--- config.mk ---
export PLATFORM = sky130hd
export DESIGN_NAME = sel_gen
export DESIGN_NICKNAME = d
export VERILOG_FILES = /design/src/rtl/sel_gen_pkg.sv /design/src/rtl/sel_gen_rr_pick.sv /design/src/rtl/sel_gen.sv
export SDC_FILE = /design/constraint.sdc
export NUM_CORES = 1
export LEC_CHECK = 0
export BUFFER_PORTS_ARGS = -buffer_cell sky130_fd_sc_hd__buf_2
export CAP_MARGIN = 5
export CORE_AREA = 2 2 41 43
export DETAILED_ROUTE_END_ITERATION = 10
export DIE_AREA = 0 0 43 45
export PLACE_DENSITY = 0.72
export SYNTH_ARGS = -nofsm -noshare
export SYNTH_HDL_FRONTEND = slang
export SYNTH_SLANG_ARGS = --single-unit
--- constraint.sdc ---
create_clock -name clk -period 1.5 [get_ports clk]
set_input_delay 0.3 -clock clk [delete_from_list [all_inputs] [get_ports clk]]
set_output_delay 0.3 -clock clk [all_outputs]
set_load 0.01 [all_outputs]
--- src/rtl/sel_gen_pkg.sv ---
// Shared types and widths for the sel_gen grant arbiter.
package sel_gen_pkg;

  localparam int unsigned N_REQ = 4;
  localparam int unsigned SEL_W = 2;
  localparam int unsigned CNT_W = 4;

  typedef enum logic [1:0] {
    IDLE  = 2'd0,
    GRANT = 2'd1,
    GAP   = 2'd2
  } state_t;

endpackage

--- src/rtl/sel_gen_rr_pick.sv ---
// Combinational round-robin selector: first active request after last_grant wins.
module rr_pick
  import sel_gen_pkg::*;
(
  input  logic [N_REQ-1:0] req,
  input  logic [SEL_W-1:0] last_grant,
  output logic [SEL_W-1:0] winner_c,
  output logic             any_c
);

  logic [SEL_W-1:0] idx;

  // Scan from farthest to nearest so the closest requester after last_grant wins.
  always_comb begin
    winner_c = last_grant;
    any_c    = |req;
    idx      = '0;
    for (int i = N_REQ; i >= 1; i--) begin
      idx = last_grant + SEL_W'(i);
      if (req[idx]) winner_c = idx;
    end
  end

endmodule

--- src/rtl/sel_gen.sv ---
// Round-robin single-grant select generator with hold timeout and a guaranteed gap cycle.
// Optional SEL_GEN_XCHK_EN: X/Z on req in IDLE pulses err instead of granting.
module sel_gen
  import sel_gen_pkg::*;
#(
  parameter int unsigned TIMEOUT = 15
) (
  input  logic             clk,
  input  logic             rst_n,
  input  logic [N_REQ-1:0] req,
  input  logic             done,
  output logic [SEL_W-1:0] sel,
  output logic             sel_vld,
  output logic             tout,
  output logic             err
);

  state_t           state, state_nxt;
  logic [CNT_W-1:0] cnt, cnt_nxt;
  logic [SEL_W-1:0] last_grant, last_grant_nxt;
  logic [SEL_W-1:0] sel_nxt;
  logic             vld_nxt;
  logic             tout_nxt;
  logic [SEL_W-1:0] winner;
  logic             any;
`ifdef SEL_GEN_XCHK_EN
  logic             err_nxt;
`endif

  rr_pick u_rr_pick (
    .req        (req),
    .last_grant (last_grant),
    .winner_c   (winner),
    .any_c      (any)
  );

  // Next-state and next-output decode.
  always_comb begin
    state_nxt      = state;
    cnt_nxt        = cnt;
    last_grant_nxt = last_grant;
    sel_nxt        = sel;
    vld_nxt        = sel_vld;
    tout_nxt       = 1'b0;
`ifdef SEL_GEN_XCHK_EN
    err_nxt        = 1'b0;
`endif
    case (state)
      IDLE: begin
        vld_nxt = 1'b0;
`ifdef SEL_GEN_XCHK_EN
        if ($isunknown(req)) err_nxt = 1'b1;
        else
`endif
        if (any) begin
          sel_nxt   = winner;
          vld_nxt   = 1'b1;
          cnt_nxt   = '0;
          state_nxt = GRANT;
        end
      end
      GRANT: begin
        cnt_nxt = cnt + CNT_W'(1);
        // A requested release takes precedence, so a coincident timeout stays silent.
        if (done || !req[sel]) begin
          vld_nxt        = 1'b0;
          last_grant_nxt = sel;
          state_nxt      = GAP;
        end else if (cnt == CNT_W'(TIMEOUT - 1)) begin
          vld_nxt        = 1'b0;
          tout_nxt       = 1'b1;
          last_grant_nxt = sel;
          state_nxt      = GAP;
        end
      end
      GAP: begin
        vld_nxt   = 1'b0;
        state_nxt = IDLE;
      end
      default: begin
        vld_nxt   = 1'b0;
        state_nxt = IDLE;
      end
    endcase
  end

  always_ff @(posedge clk or negedge rst_n) begin
    if (!rst_n) begin
      state      <= IDLE;
      cnt        <= '0;
      last_grant <= SEL_W'(N_REQ - 1);
      sel        <= '0;
      sel_vld    <= 1'b0;
      tout       <= 1'b0;
    end else begin
      state      <= state_nxt;
      cnt        <= cnt_nxt;
      last_grant <= last_grant_nxt;
      sel        <= sel_nxt;
      sel_vld    <= vld_nxt;
      tout       <= tout_nxt;
    end
  end

`ifdef SEL_GEN_XCHK_EN
  always_ff @(posedge clk or negedge rst_n) begin
    if (!rst_n) err <= 1'b0;
    else        err <= err_nxt;
  end
`else
  assign err = 1'b0;
`endif

endmodule

After elaboration in Yosys (flattened, before gate mapping)
Cells that the tools add are included.

storage, ports and cells
  bits in registers = 12
  input port bits = 7
  output and inout bits = 5
  word-level logic and storage cells = 54

cells by class
  add/sub/neg operators = 4
  $lt $le $gt $ge = 4
  eq/ne operators = 4
  mux-type cells = 26
  reduce and logical (&&, ||, !) cells = 10

operator list
  cell                   number
  $mux W2                8
  $lt A2 B3 Y1 const B   4
  $mux W1                10
  $bmux W1 S2            4
  $pmux W4 S2            1
  $reduce_and A2 Y1      4
  $add A2 B2 Y2 const B  2
  $add A4 B1 Y4 const B  1
  $eq A4 B4 Y1 const B   1
  $mux W4                1
  $pmux W2 S2            1
  $reduce_bool A2 Y1     2
  $reduce_or A4 Y1       1
  $ne A3 B3 Y1 const B   1
  $add A2 B1 Y2 const B  1
  $eq A2 B1 Y1 const B   1
  $logic_not A2 Y1       1
  $ne A2 B2 Y1 const B   1
  $pmux W1 S2            1
  $logic_not A1 Y1       1
  $logic_or A1 B1 Y1     1

Depth between registers and ports, before layout
Gate-level depths: netlist of the first run.

  depth in word-level cells = 6
  depth in mapped cells = 5

By module
A second synthesis of the first run with hierarchy kept.

unflattened totals
  cell total of the unflattened synthesis = 68
  area, all modules = 710.7 µm²

by module, submodules not included
  module   times used  cells each  area each (µm²)  seq. area each (µm²)
  sel_gen  1           56          624.3            302.8
  rr_pick  1           12          86.3             0.0

Worst setup path before layout of the first run
No wires, ideal clock.

  path type = input -> register
  from = input req[1]
  to = register sel[1]
  arrival time = 1.270 ns
  data required time = 1.380 ns
  slack = 0.111 ns
  stages on the path = 4
  path buffers = 1
  path through = or4_4 and2_4 buf_6 a31o_1

between the ends
  word-level cells in the longest chain between the ends = 5
  elaborated cells on any way between the ends = 11

ends and longest elaborated chain
  element                        line                   text
  from (decl)                    sel_gen.sv:10          input logic [N_REQ-1:0] req,
  $bmux W1 S2                    sel_gen_rr_pick.sv:20  if (req[idx]) winner_c = idx;
  $mux W1 (not written as such)  sel_gen_rr_pick.sv:20
  $mux W2 (3 in series)          sel_gen_rr_pick.sv:20
  to (signal assigned)           sel_gen.sv:99          sel <= sel_nxt;
  to (decl)                      sel_gen.sv:12          output logic [SEL_W-1:0] sel,

Several ways; a longest one is shown, not always the timed one. The select of a mux whose other input is x is not followed.
A chain may end at the register's enable or synchronous reset.

Worst setup path after layout of the first run
  from = register sel[0]
  to = register sel_vld

between the ends
  word-level cells in the longest chain between the ends = 6
  elaborated cells on any way between the ends = 7

ends and longest elaborated chain
  element                            line            text
  $bmux W1 S2 (*)                    sel_gen.sv:65   if (done || !req[sel]) begin
  $mux W1 (not written as such) (*)  sel_gen.sv:65
  $logic_not A1 Y1 (*)               sel_gen.sv:65
  $logic_or A1 B1 Y1 (*)             sel_gen.sv:65
  $mux W1                            sel_gen.sv:65
  $pmux W1 S2                        sel_gen.sv:48   case (state)
  to (signal assigned)               sel_gen.sv:100  sel_vld <= vld_nxt;
  to (decl)                          sel_gen.sv:13   output logic sel_vld,

Every way passes the cells marked *; elsewhere a longest branch is shown, timed or not. The select of a mux whose other input is x is not followed.

==> results.json, run 1 <==
{
  "status": "completed",
  "r2r-start": "sel[0]$_DFFE_PN0P_",
  "fin_nets": 99,
  "wl_per_cell_microns": 14.3,
  "grt_busiest_layer": "met2",
  "grtUsageMet3_pct": 2.40,
  "p_comb_share_pct": 46.3,
  "p_int_mw": 0.938,
  "crit_arrival_ps": 1540,
  "fillers": 137,
  "syn2layout_area_growth_pct": 12.8,
  "syn-cell-area_sq_um": 742,
  "synth_cells": 75,
  "vias_per_cell": 5.77,
  "criticalPathCategory": "reg2reg",
  "syn_nets": 84,
  "place_area_sq_um": 801,
  "grt_util_met2_pct": 29.7,
  "cts_tree": "done",
  "synth_top_area_cell": "dfrtp_1",
  "hold_depth": 3,
  "hold_class": "in2reg",
  "design_area_sq_um": 837,
  "min_from": "req[3]",
  "grt_pass1_vias": 600,
  "io_pins": 12,
  "switching_share_pct": 39.9,
  "rrSetupSlack_ps": 140,
  "final_cells": 105,
  "clock_skew_ps": 2.09,
  "hold_viol": 0,
  "drive_above_1_share_pct": 28.1,
  "clkPwrFrac_pct": 13.6,
  "grt_overflow": 0,
  "power.leakage_nw": 0.390,
  "drc_errors": 0,
  "end_kind": "flip-flop",
  "finalCriticalPeriod_ps": 1360,
  "rows": 14,
  "cts.sinks": 12,
  "grt_use_total_pct": 18.2,
  "critical_path.startpoint": "sel[0]$_DFFE_PN0P_",
  "p_per_area_nw_per_um2": 1860,
  "dr.pass1.iters": 4,
  "grt_max_degree": 13,
  "setup-violations-final": 0,
  "startpoint_type": "flip-flop",
  "post-dp-hpwl_mm": 1.08,
  "die_h_microns": 45,
  "avgSynthCellArea_sq_um": 9.89,
  "setup_ws_ps": 138,
  "gp_congestion": 0.835,
  "final_antenna_net_count": 0,
  "clk_latency_ps": 280,
  "drtIter0Drc": 10,
  "synth_seq_area_share_pct": 40.8,
  "htreeDepth": 1,
  "vdd_drop_max_mv": 0.843,
  "power_mw": 1.56,
  "die-area_sq_um": 1940,
  "root_buffer": "clkbuf_4",
  "route.vias.total": 606,
  "timing.final.crit_share_pct": 90.8,
  "grt_antenna_before_repair": 0,
  "path_max_fanout": 6,
  "numCtsBuffers": 3,
  "placed_cells": 100,
  "yosysWarnings": 0,
  "slew_violations": 0,
  "cts_setup_buffers": 0,
  "ys_ff_latch": 12,
  "fin_tns_setup_ps": 0,
  "core_sq_um": 1470,
  "routed_wl_mm": 1.50,
  "synth_top_cell_area_share_pct": 33.7,
  "crit_required_ps": 1680,
  "layout_common_cells": "10 x dfrtp_1, 10 x buf_2, 7 x nand2_1",
  "drv_cap": 0,
  "seqPwrFrac_pct": 40.0,
  "pre_cts_ws_ps": 56.7,
  "clock.fmax_ghz": 0.734,
  "grt_pass1_wl_mm": 2.55,
  "antennaDiodeCount": 0,
  "synth_cell_types": 38,
  "grt.met1_usage_pct": 22.4,
  "cts_buffer_depth": 2,
  "synthTopCellsByArea": "dfrtp_1 34%, dfstp_2 7.1%, mux2i_1 4.0%",
  "die_w_microns": 43,
  "switching_power_mw": 0.622,
  "rsz0062_at_grt": "no",
  "io_buffers": 10,
  "hold_end": "sel[0]$_DFFE_PN0P_",
  "clk_pin_slew_worst_paths_ps": 70,
  "initial_utilization_pct": 50.4,
  "r2r-end": "sel_vld$_DFFE_PN0P_",
  "worstRegToRegCells": 3
}
layout make-up:
| class | instances | area (sq um) | area share, % |
|---|---|---|---|
| timing repair buffer | 14 | 82.6 | 9.87 |
| multi-input combinational | 56 | 394 | 47.1 |
| sequential | 12 | 303 | 36.2 |
| inverter | 3 | 11.3 | 1.35 |
| clock buffer | 4 | 26.3 | 3.14 |
| tap | 16 | 20.0 | 2.39 |
worst max path at each step:
| stage | endpoint | cells after the start | slack (ps) |
|---|---|---|---|
| floorplan | sel[1]$_DFFE_PN0P_ | 4 | 110 |
| global placement | sel[1]$_DFFE_PN0P_ | 4 | 70 |
| detailed placement | sel[1]$_DFFE_PN0P_ | 4 | 60 |
| CTS | sel_vld$_DFFE_PN0P_ | 3 | 130 |
| global route | sel_vld$_DFFE_PN0P_ | 3 | 70 |
| finish | sel_vld$_DFFE_PN0P_ | 3 | 140 |
cells in the mapped netlist, drive strengths merged:
| master | n |
|---|---|
| ha | 2 |
| buf | 3 |
| o31ai | 2 |
| nand2b | 4 |
| o21ba | 1 |
| and2 | 1 |
| or3 | 2 |
| nand3b | 1 |
| a21boi | 1 |
| a211o | 1 |
| conb | 1 |
| o22ai | 1 |
| and3 | 1 |
| a22oi | 2 |
| inv | 3 |
| or4 | 1 |
| xor2 | 1 |
| nand3 | 3 |
| dfrtp | 10 |
| a41oi | 1 |
| nor3 | 1 |
| or2 | 2 |
| o211ai | 2 |
| a21oi | 3 |
| nor2 | 2 |
| mux2i | 3 |
| nand2 | 7 |
| o221ai | 2 |
| o21ai | 2 |
| o22a | 1 |
| a21o | 1 |
| a31o | 1 |
| dfstp | 2 |
| clkbuf | 1 |
| and3b | 3 |
power groups by stage:
stage | Combinational [mW] | Sequential (mW) | Clock, mW
3_5_place_dp | 0.715 | 0.630 | 0
4_1_cts | 0.728 | 0.622 | 0.217
6_report | 0.723 | 0.624 | 0.213
5_1_grt | 0.807 | 0.652 | 0.226
3_3_place_gp | 0.703 | 0.623 | 0
2_1_floorplan | 0.587 | 0.594 | 0
metal layers:
layer | routed length, microns | vias up
met5 | 0 | -
met3 | 63 | 5
met1 | 708 | 281
met4 | 41 | 0
met2 | 688 | 18
li1 | - | 302
registers in the layout, indices dropped and copies added (netlist names):
register    cells
cnt             4
last_grant      2
sel             2
sel_vld         1
state           2
tout            1
worst max-delay path, stage by stage, from the launching register on:
cell	delay [ps]
dfrtp_1	390
or2_2	320
o22a_1	270
o31ai_1	280
logic make-up after synthesis:
group | synth area share, %
xor+xnor | 1.18
compound gates | 21.8
buf+inv | 6.07
other cells | 0.505
simple gates | 22.3
fa+ha+maj | 3.37
flops | 40.8
mux | 4.05
what timing repair did:
item	4_1_cts	5_1_grt
hold buffers	1	0
endpoints found under the hold margin	10	0
gates resized for setup	0	0
per-stage QoR:
step           utilization (%)  hold slack [ps]
2_1_floorplan                -             4.41
3_3_place_gp              54.4              186
3_5_place_dp              54.4              196
4_1_cts                   56.9              381
5_1_grt                   56.9              397
6_report                  56.9              389
No activity file was read; power rests on OpenSTA's default activity.
==> run 2, diff against run 1 <==
--- a/config.mk
+++ b/config.mk
@@ -6,11 +6,10 @@
 export NUM_CORES = 1
 export LEC_CHECK = 0
 export BUFFER_PORTS_ARGS = -buffer_cell sky130_fd_sc_hd__buf_2
-export CAP_MARGIN = 5
-export CORE_AREA = 2 2 41 43
+export CAP_MARGIN = 15
+export CORE_AREA = 2 2 44 46
 export DETAILED_ROUTE_END_ITERATION = 10
-export DIE_AREA = 0 0 43 45
-export PLACE_DENSITY = 0.72
+export DIE_AREA = 0 0 46 48
 export SYNTH_ARGS = -nofsm -noshare
 export SYNTH_HDL_FRONTEND = slang
 export SYNTH_SLANG_ARGS = --single-unit
==> constraint.sdc (replaced) <==
create_clock -name clk -period 1.63 [get_ports clk]
set_input_delay 0.326 -clock clk [delete_from_list [all_inputs] [get_ports clk]]
set_output_delay 0.326 -clock clk [all_outputs]
set_load 0.01 [all_outputs]
==> results.json, run 2 (same netlist as run 1, synthesis figures left out) <==
{
  "hold_slack_ps": 410,
  "rrSetupSlack_ps": 270,
  "layout_common_cells": "10 x dfrtp_1, 10 x buf_2, 7 x nand2_1",
  "io_pins": 12,
  "die-area_sq_um": 2210,
  "gp_congestion": 0.774,
  "clock.fmax_ghz": 0.733,
  "dr.pass1.iters": 6,
  "clock_skew_ps": 3.82,
  "timing.final.crit_share_pct": 83.7,
  "hold_class": "in2reg",
  "routed_wl_mm": 1.45,
  "cts_tree": "done",
  "core_sq_um": 1690,
  "drv_cap": 0,
  "syn2layout_area_growth_pct": 11.0,
  "root_buffer": "clkbuf_4",
  "r2r-start": "sel[0]$_DFFE_PN0P_",
  "drc_errors": 0,
  "hold_end": "sel[0]$_DFFE_PN0P_",
  "startpoint_type": "flip-flop",
  "antennaDiodeCount": 0,
  "grt_antenna_before_repair": 0,
  "io_buffers": 10,
  "grt_util_met2_pct": 26.1,
  "hold_depth": 3,
  "die_h_microns": 48,
  "vdd_drop_max_mv": 0.775,
  "cts_buffer_depth": 2,
  "status": "completed",
  "vias_per_cell": 5.82,
  "grt_use_total_pct": 17.4,
  "setup_ws_ps": 265,
  "grt.met1_usage_pct": 21.2,
  "final_antenna_net_count": 0,
  "grt_max_degree": 13,
  "largest_reg_flops": 4,
  "crit_required_ps": 1820,
  "numCtsBuffers": 3,
  "end_kind": "flip-flop",
  "p_per_area_nw_per_um2": 1710,
  "post-dp-hpwl_mm": 1.03,
  "grt_pass1_wl_mm": 2.55,
  "fin_nets": 97,
  "worstRegToRegCells": 3,
  "criticalPathCategory": "reg2reg",
  "cts.sinks": 12,
  "drive_above_1_share_pct": 26.4,
  "clk_pin_slew_worst_paths_ps": 70,
  "clk_latency_ps": 280,
  "fin_tns_setup_ps": 0,
  "setup-violations-final": 0,
  "drtIter0Drc": 31,
  "rows": 15,
  "top_register": "cnt",
  "grt_pass1_vias": 578,
  "grt_overflow": 0,
  "grt_busiest_layer": "met2",
  "min_from": "req[0]",
  "finalCriticalPeriod_ps": 1360,
  "initial_utilization_pct": 43.9,
  "die_w_microns": 46,
  "crit_arrival_ps": 1550,
  "route.vias.total": 605,
  "wl_per_cell_microns": 13.9,
  "pre_cts_ws_ps": 134,
  "rsz0062_at_grt": "no",
  "slew_violations": 0,
  "power.leakage_nw": 0.381,
  "hold_viol": 0,
  "cts_setup_buffers": 0,
  "grtUsageMet3_pct": 5.66,
  "r2r-end": "sel_vld$_DFFE_PN0P_",
  "path_max_fanout": 6,
  "htreeDepth": 1
}
run 2: cell count changes in the layout (fill, tap and decap cells not counted), sizes merged:
cell  change
buf       -2
run 2: worst max-delay path by stage:
stage	from	end	slack (ps)	depth (start not counted)
6_report	sel[0]$_DFFE_PN0P_	sel_vld$_DFFE_PN0P_	270	3
5_1_grt	sel[1]$_DFFE_PN0P_	sel_vld$_DFFE_PN0P_	170	3
4_1_cts	sel[0]$_DFFE_PN0P_	sel_vld$_DFFE_PN0P_	250	3
3_5_place_dp	req[1]	sel[1]$_DFFE_PN0P_	130	4
3_3_place_gp	req[1]	sel[1]$_DFFE_PN0P_	150	4
2_1_floorplan	req[1]	sel[1]$_DFFE_PN0P_	210	4
run 2: where the power goes:
group          internal, mW  total, mW  switching (mW)
logic                 0.317      0.634           0.317
registers             0.436      0.580           0.144
clock network        0.0951      0.198           0.102
total                 0.847       1.41           0.564
run 2: through the flow:
step                std cells  cell area [sq um]  utilization [%]  total power [mW]
finish                    104                823             48.7              1.41
global route              104                823             48.7              1.54
CTS                       104                823             48.7              1.42
detailed placement         99                787             46.6              1.21
global placement           99                787             46.6              1.21
floorplan                  75                742                -              1.09
run 2: timing repair:
action                                  4_1_cts  5_1_grt
hold buffers                                  1        0
endpoints found under the setup margin        0        0
hold endpoints to repair                     10        0
gates resized for setup                       0        0
run 2: cell type report:
type | instances | area, sq um
Multi-Input combinational cell | 56 | 394
Inverter | 3 | 11.3
Tap cell | 17 | 21.3
Sequential cell | 12 | 303
Fill cell | 161 | 866
Clock buffer | 4 | 26.3
Timing Repair Buffer | 12 | 67.6
run 2: layer usage:
layer / part of all wire [%] / wire [microns]
met5: 0 / 0
met4: 2.8 / 40
met3: 5.2 / 76
met2: 45 / 654
met1: 47 / 679
run 2: critical path, stage by stage (launching register included):
cell,delay (ps)
dfrtp_1,410
or2_2,330
o22a_1,270
o31ai_1,250
==> run 3, diff against run 2 <==
==> constraint.sdc (replaced) <==
create_clock -name clk -period 1.3 [get_ports clk]
set_input_delay 0.26 -clock clk [delete_from_list [all_inputs] [get_ports clk]]
set_output_delay 0.26 -clock clk [all_outputs]
set_load 0.01 [all_outputs]
==> results.json, run 3 (same netlist as run 1, synthesis figures left out) <==
{
  "status": "completed",
  "grt_max_degree": 13,
  "rsz0062_at_grt": "yes",
  "drv_cap": 0,
  "numCtsBuffers": 3,
  "grt_busiest_layer": "met2",
  "cts.sinks": 12,
  "seqPwrFrac_pct": 36.0,
  "place_area_sq_um": 855,
  "path_max_fanout": 8,
  "cts_setup_buffers": 0,
  "cts_buffer_depth": 2,
  "dr.pass1.iters": 4,
  "drtIter0Drc": 8,
  "criticalPathCategory": "reg2reg",
  "wl_per_cell_microns": 14.6,
  "rows": 15,
  "fillers": 148,
  "drive_above_1_share_pct": 38.5,
  "power.leakage_nw": 0.424,
  "design_area_sq_um": 913,
  "clk_latency_ps": 260,
  "worst-path-buf-inv": 0,
  "grt_overflow": 0,
  "gp_congestion": 0.787,
  "switching_share_pct": 39.4,
  "cp_cell_sequence": "a21oi_2, a211o_1, a31o_1",
  "crit_family": "flip-flops",
  "die_h_microns": 48,
  "crit_arrival_ps": 1440,
  "multiInputGateArea_sq_um": 417,
  "routed_wl_mm": 1.65,
  "core_sq_um": 1690,
  "p_int_mw": 1.17,
  "die_w_microns": 46,
  "vdd_drop_max_mv": 1.04,
  "layout_common_cells": "10 x dfrtp_1, 10 x buf_2, 10 x buf_4",
  "finalCriticalPeriod_ps": 1280,
  "htreeDepth": 1,
  "switching_power_mw": 0.760,
  "rrSetupSlack_ps": 20,
  "grt_antenna_before_repair": 0,
  "timing.final.crit_share_pct": 98.1,
  "clock_skew_ps": 0.753,
  "drc_errors": 0,
  "root_buffer": "clkbuf_4",
  "hold_slack_ps": 395,
  "hold_class": "in2async",
  "initial_utilization_pct": 43.9,
  "post-dp-hpwl_mm": 1.23,
  "grtUsageMet3_pct": 3.40,
  "final_core_util_pct": 54.1,
  "startpoint_type": "flip-flop",
  "slew_violations": 0,
  "fin_nets": 106,
  "final_antenna_net_count": 0,
  "io_pins": 12,
  "grt.met1_usage_pct": 21.8,
  "grt_util_met2_pct": 29.2,
  "p_comb_share_pct": 51.7,
  "antennaDiodeCount": 0,
  "cts_tree": "done",
  "seq_area_sq_um": 303,
  "crit_path_max_incr_delay_ps": 630,
  "die-area_sq_um": 2210,
  "hold_viol": 0,
  "vias_per_cell": 5.63,
  "cpMaxStageDelayCell": "dfstp_2",
  "p_per_area_nw_per_um2": 2110,
  "clock.fmax_ghz": 0.784,
  "setup-violations-final": 0,
  "clkPwrFrac_pct": 12.4,
  "clk_pin_slew_worst_paths_ps": 80,
  "crit_required_ps": 1460,
  "syn2layout_area_growth_pct": 23.1,
  "route.vias.total": 636,
  "grt_pass1_wl_mm": 2.63,
  "largest_reg_flops": 4,
  "io_buffers": 10,
  "end_kind": "flip-flop",
  "grt_use_total_pct": 17.1,
  "grt_pass1_vias": 612,
  "top_register": "cnt"
}
run 3: final timing paths:
| path | startpoint | end | depth (start not counted) |
|---|---|---|---|
| setup / recovery | last_grant[1]$_DFFE_PN1P_ | sel[1]$_DFFE_PN0P_ | 3 |
| hold / removal | rst_n | sel_vld$_DFFE_PN0P_ | 2 |
| setup reg to reg | last_grant[1]$_DFFE_PN1P_ | sel[1]$_DFFE_PN0P_ | 3 |
| hold reg to reg | sel_vld$_DFFE_PN0P_ | sel_vld$_DFFE_PN0P_ | 2 |
| max in group asynchronous | rst_n | last_grant[1]$_DFFE_PN1P_ | 2 |
| min in group clk | req[3] | sel_vld$_DFFE_PN0P_ | 4 |
run 3: worst register-to-register path: stages, from the launching register on:
cell and delay, ps:
dfstp_2 630, a21oi_2 80, a211o_1 270, a31o_1 200
run 3: through the flow:
step	setup slack, ps	total power [mW]	cells	setup TNS [ps]
floorplan	-29.5	1.36	75	-29.5
global placement	-71.5	1.62	108	-108
detailed placement	-84.2	1.64	108	-212
CTS	13.1	1.89	113	0
global route	-9.99	2.08	113	-13.2
finish	24.3	1.93	113	0
run 3: final cells by class:
cell class                      instances  area share (%)
Inverter                                3            1.23
Timing Repair Buffer                   21            14.8
Clock buffer                            4            2.88
Sequential cell                        12            33.2
Multi-Input combinational cell         56            45.6
Tap cell                               17            2.33
run 3: metal layers:
layer	part of all wire [%]	vias to the layer above	wire length, microns
met5	0	-	0
met4	1.3	0	21
met3	3.0	2	49
met2	49	9	803
met1	47	308	777
li1	-	317	-
run 3: power groups by stage:
stage                     Combinational [mW]  Sequential [mW]  Clock (mW)
after global routing                    1.10            0.716       0.267
final                                  0.996            0.693       0.238
after detailed placement               0.953            0.688           0
after floorplan                        0.679            0.685           0
after global placement                 0.930            0.689           0
after CTS                              0.962            0.682       0.247
run 3: what timing repair did:
item / 4_1_cts / 5_1_grt
pin swaps: 0 / 4
hold buffers: 1 / 0
gates resized for setup: 1 / 5
setup endpoints to repair: 1 / 5
hold endpoints to repair: 10 / 0
